[src/rtl/edge_row_cache.sv]
// Multi-row edge-weight cache in front of a row-major adjacency matrix in graph memory.
// Misses fill a whole row one element at a time; replacement is invalid-first, then round-robin.
module edge_row_cache #(
  parameter int unsigned MAX_NODES   = 16,
  parameter int unsigned INDEX_WIDTH = 4,
  parameter int unsigned VALUE_WIDTH = 8,
  parameter int unsigned MADDR_WIDTH = 16,
  parameter int unsigned MDATA_WIDTH = 8,
  parameter int unsigned CACHE_ROWS  = 2,
  parameter int unsigned ELEM_BYTES  = 1
) (
  input  logic                   clock,
  input  logic                   reset,
  input  logic [MADDR_WIDTH-1:0] base_address,
  input  logic [INDEX_WIDTH:0]   number_of_nodes,
  input  logic                   query_valid,
  output logic                   query_ready,
  input  logic [INDEX_WIDTH-1:0] from_node,
  input  logic [INDEX_WIDTH-1:0] to_node,
  output logic [MADDR_WIDTH-1:0] mem_addr,
  output logic                   mem_read_enable,
  input  logic [MDATA_WIDTH-1:0] mem_data,
  input  logic                   mem_read_ready,
  output logic                   resp_valid,
  output logic [VALUE_WIDTH-1:0] edge_value,
  output logic                   resp_hit
);

  localparam int unsigned RowW = (CACHE_ROWS > 1) ? $clog2(CACHE_ROWS) : 1;
  localparam logic [INDEX_WIDTH:0] MaxDim = (INDEX_WIDTH + 1)'(MAX_NODES);

  typedef enum logic [1:0] {StIdle, StFill, StRespond} state_e;

  state_e                 state_q;
  logic [MADDR_WIDTH-1:0] base_q;
  logic [INDEX_WIDTH:0]   dim_q;
  logic [CACHE_ROWS-1:0]  valid_q;
  logic [INDEX_WIDTH-1:0] tag_q  [CACHE_ROWS];
  logic [VALUE_WIDTH-1:0] line_q [CACHE_ROWS][MAX_NODES];
  logic [RowW-1:0]        rr_q, victim_q;
  logic [INDEX_WIDTH-1:0] row_q, col_q, to_q;
  logic                   query_ready_q, mem_read_enable_q, resp_valid_q, resp_hit_q;
  logic [MADDR_WIDTH-1:0] mem_addr_q;
  logic [VALUE_WIDTH-1:0] edge_value_q;

  logic                   hit, free, accept, in_range, last_col;
  logic [RowW-1:0]        hit_idx, free_idx, victim, rr_next;
  logic [VALUE_WIDTH-1:0] mem_val;

  function automatic logic [MADDR_WIDTH-1:0] addr_of(input logic [INDEX_WIDTH-1:0] row,
                                                     input logic [INDEX_WIDTH-1:0] col);
    logic [MADDR_WIDTH-1:0] elem;
    elem = MADDR_WIDTH'(row) * MADDR_WIDTH'(dim_q) + MADDR_WIDTH'(col);
    return base_q + elem * MADDR_WIDTH'(ELEM_BYTES);
  endfunction

  always_comb begin
    hit      = 1'b0;
    hit_idx  = '0;
    free     = 1'b0;
    free_idx = '0;
    // Descending scan so the lowest matching index wins.
    for (int i = CACHE_ROWS - 1; i >= 0; i--) begin
      if (valid_q[i] && tag_q[i] == from_node) begin
        hit     = 1'b1;
        hit_idx = RowW'(i);
      end
      if (!valid_q[i]) begin
        free     = 1'b1;
        free_idx = RowW'(i);
      end
    end
    victim   = free ? free_idx : rr_q;
    rr_next  = (rr_q == RowW'(CACHE_ROWS - 1)) ? '0 : rr_q + 1'b1;
    accept   = (state_q == StIdle) && query_valid && query_ready_q;
    in_range = ({1'b0, from_node} < dim_q) && ({1'b0, to_node} < dim_q);
    last_col = ({1'b0, col_q} == dim_q - (INDEX_WIDTH + 1)'(1));
    mem_val  = VALUE_WIDTH'(mem_data);
  end

  always_ff @(posedge clock) begin
    if (reset) begin
      state_q           <= StIdle;
      base_q            <= base_address;
      dim_q             <= (number_of_nodes > MaxDim) ? MaxDim : number_of_nodes;
      valid_q           <= '0;
      rr_q              <= '0;
      victim_q          <= '0;
      row_q             <= '0;
      col_q             <= '0;
      to_q              <= '0;
      query_ready_q     <= 1'b0;
      mem_read_enable_q <= 1'b0;
      mem_addr_q        <= '0;
      resp_valid_q      <= 1'b0;
      edge_value_q      <= '0;
      resp_hit_q        <= 1'b0;
    end else begin
      resp_valid_q <= 1'b0;
      unique case (state_q)
        StIdle: begin
          query_ready_q <= 1'b1;
          if (accept) begin
            query_ready_q <= 1'b0;
            row_q         <= from_node;
            to_q          <= to_node;
            if (!in_range) begin
              edge_value_q <= '1;
              resp_hit_q   <= 1'b0;
              resp_valid_q <= 1'b1;
              state_q      <= StRespond;
            end else if (hit) begin
              edge_value_q <= line_q[hit_idx][to_node];
              resp_hit_q   <= 1'b1;
              resp_valid_q <= 1'b1;
              state_q      <= StRespond;
            end else begin
              valid_q[victim]   <= 1'b0;
              victim_q          <= victim;
              if (!free) rr_q   <= rr_next;
              col_q             <= '0;
              mem_read_enable_q <= 1'b1;
              mem_addr_q        <= addr_of(from_node, '0);
              state_q           <= StFill;
            end
          end
        end
        StFill: begin
          if (mem_read_ready) begin
            if (last_col) begin
              valid_q[victim_q] <= 1'b1;
              tag_q[victim_q]   <= row_q;
              mem_read_enable_q <= 1'b0;
              // The requested entry may be the one arriving this very cycle.
              edge_value_q      <= (to_q == col_q) ? mem_val : line_q[victim_q][to_q];
              resp_hit_q        <= 1'b0;
              resp_valid_q      <= 1'b1;
              state_q           <= StRespond;
            end else begin
              col_q      <= col_q + 1'b1;
              mem_addr_q <= addr_of(row_q, col_q + 1'b1);
            end
          end
        end
        StRespond: begin
          query_ready_q <= 1'b1;
          state_q       <= StIdle;
        end
        default: state_q <= StIdle;
      endcase
    end
  end

  always_ff @(posedge clock) begin
    if (!reset && state_q == StFill && mem_read_ready) begin
      line_q[victim_q][col_q] <= mem_val;
    end
  end

  assign query_ready     = query_ready_q;
  assign mem_read_enable = mem_read_enable_q;
  assign mem_addr        = mem_addr_q;
  assign resp_valid      = resp_valid_q;
  assign edge_value      = edge_value_q;
  assign resp_hit        = resp_hit_q;

endmodule

[config.mk]
export PLATFORM = sky130hd
export DESIGN_NAME = edge_row_cache
export DESIGN_NICKNAME = d
export VERILOG_FILES = /design/src/rtl/edge_row_cache.sv
export SDC_FILE = /design/constraint.sdc
export NUM_CORES = 1
export LEC_CHECK = 0
export ABC_AREA = 1
export CAP_MARGIN = 20
export CORE_MARGIN = 2
export CORE_UTILIZATION = 25
export DETAILED_ROUTE_END_ITERATION = 12
export PLACE_DENSITY_LB_ADDON = 0.3
export SLEW_MARGIN = 0
export SYNTH_ARGS = -nofsm -noshare
export SYNTH_HDL_FRONTEND = slang
export SYNTH_SLANG_ARGS = --single-unit
[constraint.sdc]
create_clock -name clock -period 6.37 [get_ports clock]
set_input_delay 0.637 -clock clock [delete_from_list [all_inputs] [get_ports clock]]
set_output_delay 0.637 -clock clock [all_outputs]
set_load 0.01 [all_outputs]
Yosys cells after proc, flatten, opt, wreduce, memory -nomap -nowiden
Memories as Yosys holds them, arrays and structs flattened. A register that Yosys moved wholly into a read port is not among the register bits.
Cells that the tools add are included.
- flip-flop bits (word level): 67
- memory bits (writable): 264
- input bits: 41
- output and inout port bits: 28
- logic and storage cells: 154
- memories: 2
- memory list (memory ; depth ; bits a word ; read ports ; clocked after Yosys merged registers in ; write ports ; RTL line ; text):
    line_q ; 2 ; 128 ; 2 ; 1 ; 1 ; 39 ; logic [VALUE_WIDTH-1:0] line_q [CACHE_ROWS][MAX_NODES];
    tag_q ; 2 ; 4 ; 2 ; 0 ; 1 ; 38 ; logic [INDEX_WIDTH-1:0] tag_q [CACHE_ROWS];
- $add $sub $neg: 6
- multipliers: 2
- magnitude comparators: 11
- equality and inequality tests: 13
- muxes and demuxes: 76
- bitwise operators: 8
- reductions and logical operators: 21
- operators by type and width (operator ; count):
    two-way mux 128 bit ; 1
    two-way mux 8 bit ; 11
    two-way mux 16 bit ; 5
    binary-select mux 8 bit (select 4 bit) ; 2
    demux 8 bit (select 4 bit) ; 1
    one-hot mux 16 bit (2 select lines) ; 1
    two-way mux 1 bit ; 30
    two-way mux 2 bit ; 10
    two-way mux 4 bit ; 5
    multiplier 4 x 5 -> 9 bit ; 2
    adder 16 x 10 -> 16 bit ; 1
    adder 16 x 9 -> 16 bit ; 1
    one-hot mux 8 bit (2 select lines) ; 1
    >= comparator 5 bit (second input constant) ; 3
    inverter 4 -> 5 bit ; 3
    equality test 4 bit ; 3
    inequality test 2 bit (second input constant) ; 6
    AND reduction 6 bit ; 2
    adder 9 x 4 -> 10 bit ; 1
    logical AND 1 bit ; 10
    < comparator 4 x 5 -> 1 bit ; 2
    AND reduction 5 bit ; 2
    one-hot mux 1 bit (2 select lines) ; 4
    one-hot mux 2 bit (2 select lines) ; 2
    23 further kinds ; 28

Logic depth before layout (Yosys ltp)
- depth in word-level cells: 13
- gate-level depth with buffers: 20
- gate-level depth less buffers: 19

Worst setup path after synthesis
OpenSTA, ideal clock, no wires.
- kind: input port to flip-flop
- start point: in from_node[3]
- end point: reg mem_addr_q[14], in the netlist mem_addr[14]
- setup time: 0.117 ns
- data arrival time: 3.723 ns
- data required time: 6.253 ns
- slack: 2.530 ns
- stages on the path: 18
- buffers on the path: 1
- path through: buf_2 -> nand2_1 -> inv_1 -> fa_1 -> fa_1 -> inv_1 -> fa_1 -> inv_1 -> ha_1 -> nand2_1 -> nor2_1 -> a21oi_1 -> o21ai_0 -> a31oi_1 -> nor3_1 -> o21ai_0 -> a21oi_1 -> nor2_1
- longest elaborated chain between the ends: 6
- elaborated cells between the ends (all ways): 17
- classes of those cells: add/sub: 1; mul: 1; order compare: 1; eq/ne: 4; mux: 6; reduce/logical: 4
- ends and longest elaborated chain (item ; RTL line ; text):
    start: declaration ; 18 ; input logic [INDEX_WIDTH-1:0] from_node,
    multiplier 4 x 5 -> 9 bit / equality test 4 bit (equally long branches) ; 53, 64 ;
    adder 16 x 9 -> 16 bit / logical AND 1 bit (equally long branches) ; 54, 64 ;
    two-way mux 16 bit / two-way mux 1 bit (equally long branches) ; 112, 64 ;
    two-way mux 16 bit / two-way mux 1 bit (equally long branches) ; 107, 64 ;
    two-way mux 16 bit / inequality test 2 bit (equally long branches) ; -- ;
    one-hot mux 16 bit (2 select lines) / AND reduction 6 bit (equally long branches) ; -- ;
    end signal: assignment ; 123 ; mem_addr_q <= addr_of(from_node, '0);
    end signal: assignment ; 141 ; mem_addr_q <= addr_of(row_q, col_q + 1'b1);
    end: declaration ; 43 ; logic [MADDR_WIDTH-1:0] mem_addr_q;
Parallel ways exist; a longest one is shown, timed or not. The select of a mux whose other input is x is not followed.
A chain may end at the register's enable or synchronous reset.

Worst setup path after layout
- start point: reg col_q[2]
- end point: reg mem_addr_q[15], in the netlist mem_addr[15]
- longest elaborated chain between the ends: 6
- elaborated cells between the ends (all ways): 9
- classes of those cells: add/sub: 3; eq/ne: 2; mux: 3; reduce/logical: 1
- ends and longest elaborated chain (item ; RTL line ; text):
    start: declaration ; 41 ; logic [INDEX_WIDTH-1:0] row_q, col_q, to_q;
    start signal: assignment ; 140 ; col_q <= col_q + 1'b1;
    adder 4 x 1 -> 4 bit ; 141 ;
    adder 9 x 4 -> 10 bit ; 53 ; elem = MADDR_WIDTH'(row) * MADDR_WIDTH'(dim_q) + MADDR_WIDTH'(col);
    adder 16 x 10 -> 16 bit ; 54 ; return base_q + elem * MADDR_WIDTH'(ELEM_BYTES);
    two-way mux 16 bit ; 130 ; if (last_col) begin
    two-way mux 16 bit ; 129 ; if (mem_read_ready) begin
    one-hot mux 16 bit (2 select lines) ; 100 ; unique case (state_q)
Parallel ways exist; a longest one is shown, timed or not. The select of a mux whose other input is x is not followed.

==> results.cfg <==
[detailed_routing]
route.met3.wl_um = 4990
wl_met2_um = 29900
dr.pass1.iters = 6
final_antenna_net_count = 0
met1Wirelength_um = 29100
drt_iter0_markers = 1486
wl_per_cell_um = 19.7
viasPerCell = 4.96
vias = 16500
drt-total-wl_um = 65800
drc_errors = 0
topRoutingLayerUsed = met5

[clocking]
htreeDepth = 2
clk_pin_slew_ps = 60
clk_latency_ps = 590
root_buffer = clkbuf_16
postCtsSetupBuffers = 0
holdBufCountCts = 0
cts.sinks = 332
cts_tree = built
clockBufferDepth = 3
cts_resized = 0
cts_buffers = 40

[placement]
hpwlAfterDp_um = 41500
gp_congestion = 0.876
io_buffers = 68
dpl.cell_count = 3255

[sta]
setup_violations = 0
slew_violations = 0
period_share_pct = 67.3
clock.fmax_mhz = 233
rsz0062_at_grt = no
timing_worst_slew_pin_value_ps = 1100
hold_viol = 0
fin_crit_ps = 4290
fin_tns_setup_ps = 0
clock_skew_ps = 46.8
maxSlewHeadroom_pct = 26.3

[worst_setup_path]
cp.depth = 17
required_ps = 6870
path_delay_family = adder cells
crit_chain = nand3_1 -> xor2_1 -> fa_1 -> fa_1 -> fa_1 -> inv_1 -> ha_1 -> a21o_1 -> a31oi_1 -> inv_1 -> a21oi_1 -> nor2_1 -> nor2_1 -> o21ai_0 -> nand2_1 -> a21oi_1 -> a21oi_1
crit_path_end_kind = register
cp_slowest_cell = dfxtp_1
cpPeakStageDelay_ps = 560
setup.worst_path.class = reg2reg
crit_arrival_ps = 4790
critPathLaunchType = register
r2r_cells = 17
critPathBufInv = 2
worstPathMaxFanout = 9

[die]
die_height_um = 283
row_count = 102
start_util_pct = 25.2
die_area_sq_um = 79800
pin_count = 69
core_area_sq_um = 77100
die_x_um = 283

[power]
pwr-share-comb_pct = 22.8
switching_share_pct = 32.2
seqPwrFrac_pct = 40.9
p_switching_uw = 2020
intPower_uw = 4260
leakage_uw = 0.00902
ir_worst_vdd_uv = 182
pwr_density_cell_nw_per_um2 = 280
total_power_uw = 6280
pwr-share-clk_pct = 36.2

[yosys]
ys_warn_count = 0
synth_edf_count = 285
synth_nets = 2366
ys_types = 40
synthTopCellsByArea = edfxtp_1 (44%), nand3_1 (9.0%), nand2_1 (6.8%)
synth_cells = 2246
synthTopCellsByCount = nand2_1 (350), nand3_1 (350), inv_1 (311)
avgSynthCellArea_sq_um = 8.63
yosysTopAreaCellShare_pct = 44.1
synthArstFlopShare_pct = 0
synth_top_flop_cell = edfxtp_1
yosysSeqAreaShare_pct = 49.0
yosysTopAreaCell = edfxtp_1
synth_area_sq_um = 19400
ys_ff_latch = 332

[cells_and_area]
final_cells = 3331
synthToLayoutAreaGrowth_pct = 15.8
fillCellCount = 8138
num_antenna_cells = 0
finalNetCount = 2379
drive_above_1_share_pct = 6.24

[global_routing]
grt.overflow.total = 0
grt_use_total_pct = 16.3
first_global_vias = 16300
grt_max_degree = 91
antenna_found_initial = 2
grt_pass1_wl_um = 99400

[min_path]
holdPathStages = 2
min_path_type = reg2reg

[job]
maxCapViolations = 0

[run_status]
status = completed
-- cell families (layout without fill, tap and decap cells) --
family / count (synthesis) / after routing / share of synthesized area (%)
buffers and inverters: 471 / 516 / 9.68
xor gates and xnor gates: 24 / 24 / 1.08
and+or+nand+nor: 935 / 935 / 22.5
AOI/OAI and AO/OA: 405 / 405 / 11.5
adders and majority gates: 79 / 79 / 6.22
DFF: 332 / 332 / 49.0
-- worst min-delay path, cell delays in order (launching register included) --
cell	delay [ps]
dfxtp_1	330
inv_1	60
a21oi_1	50
-- metal layers --
metal | global-route usage, % | vias to the layer above
met4 | 5.35 | 2
met2 | 26.3 | 662
met3 | 2.85 | 120
met1 | 22.2 | 8050
li1 | - | 7674
met5 | 0 | -
-- flip-flops by register name, summed over array words and instances (netlist names), named ones only --
| register | flops |
|---|---|
| rr_q | 1 |
| dim_q | 5 |
| query_ready | 1 |
| row_q | 4 |
| mem_read_enable | 1 |
| resp_valid | 1 |
| edge_value | 8 |
| to_q | 4 |
| resp_hit | 1 |
| line_q | 256 |
| col_q | 4 |
| valid_q | 2 |
| tag_q | 8 |
| state_q | 2 |
| base_q | 16 |
| victim_q | 1 |
| mem_addr | 16 |
-- layout make-up --
type	count	area, sq um	share of cell area, %
multi-input cells	1443	8070	35.9
repair buffers	120	1080	4.82
clock buffers	57	1130	5.01
inverters	322	1210	5.39
clock inverters	17	169	0.752
well taps	1040	1300	5.79
flip-flops and latches	332	9510	42.3
-- power groups by stage --
stage                     Sequential [uW]  Clock (uW)  Combinational, uW
after floorplan                      2550           0                914
after global placement               2610           0               1400
after detailed placement             2610           0               1420
after CTS                            2570        2330               1430
after global routing                 2580        2410               1590
final                                2570        2280               1430
-- metrics by stage --
stage | worst slack, ps | area [sq um] | util [%] | hold slack [ps]
finish | 2080 | 22500 | 29.1 | 489
CTS | 2120 | 22400 | 29.1 | 485
global route | 1820 | 22500 | 29.1 | 508
detailed placement | 1550 | 21100 | 27.4 | 468
floorplan | 2530 | 19400 | - | 461
global placement | 1510 | 21100 | 27.4 | 468
-- path summary, 6_finish.rpt --
check,start,endpoint,slack [ps]
worst max-delay path,col_q[2],mem_addr[15],2080
worst min-delay path,resp_hit,resp_hit,490
worst max register to register,col_q[2],mem_addr[15],2080
worst min register to register,resp_hit,resp_hit,490
-- placed cells by master, fill, tap and decap left out, types with 44 or more instances in the layout --
| cell | n |
|---|---|
| nand3_1 | 350 |
| edfxtp_1 | 285 |
| dfxtp_1 | 44 |
| buf_4 | 50 |
| o21ai_0 | 163 |
| nor2_1 | 101 |
| inv_1 | 310 |
| nand2_1 | 349 |
| ha_1 | 50 |
| a21oi_1 | 152 |
| clkdlybuf4s50_1 | 66 |
| nand3b_1 | 89 |
No activity file was read; power rests on OpenSTA's default activity.
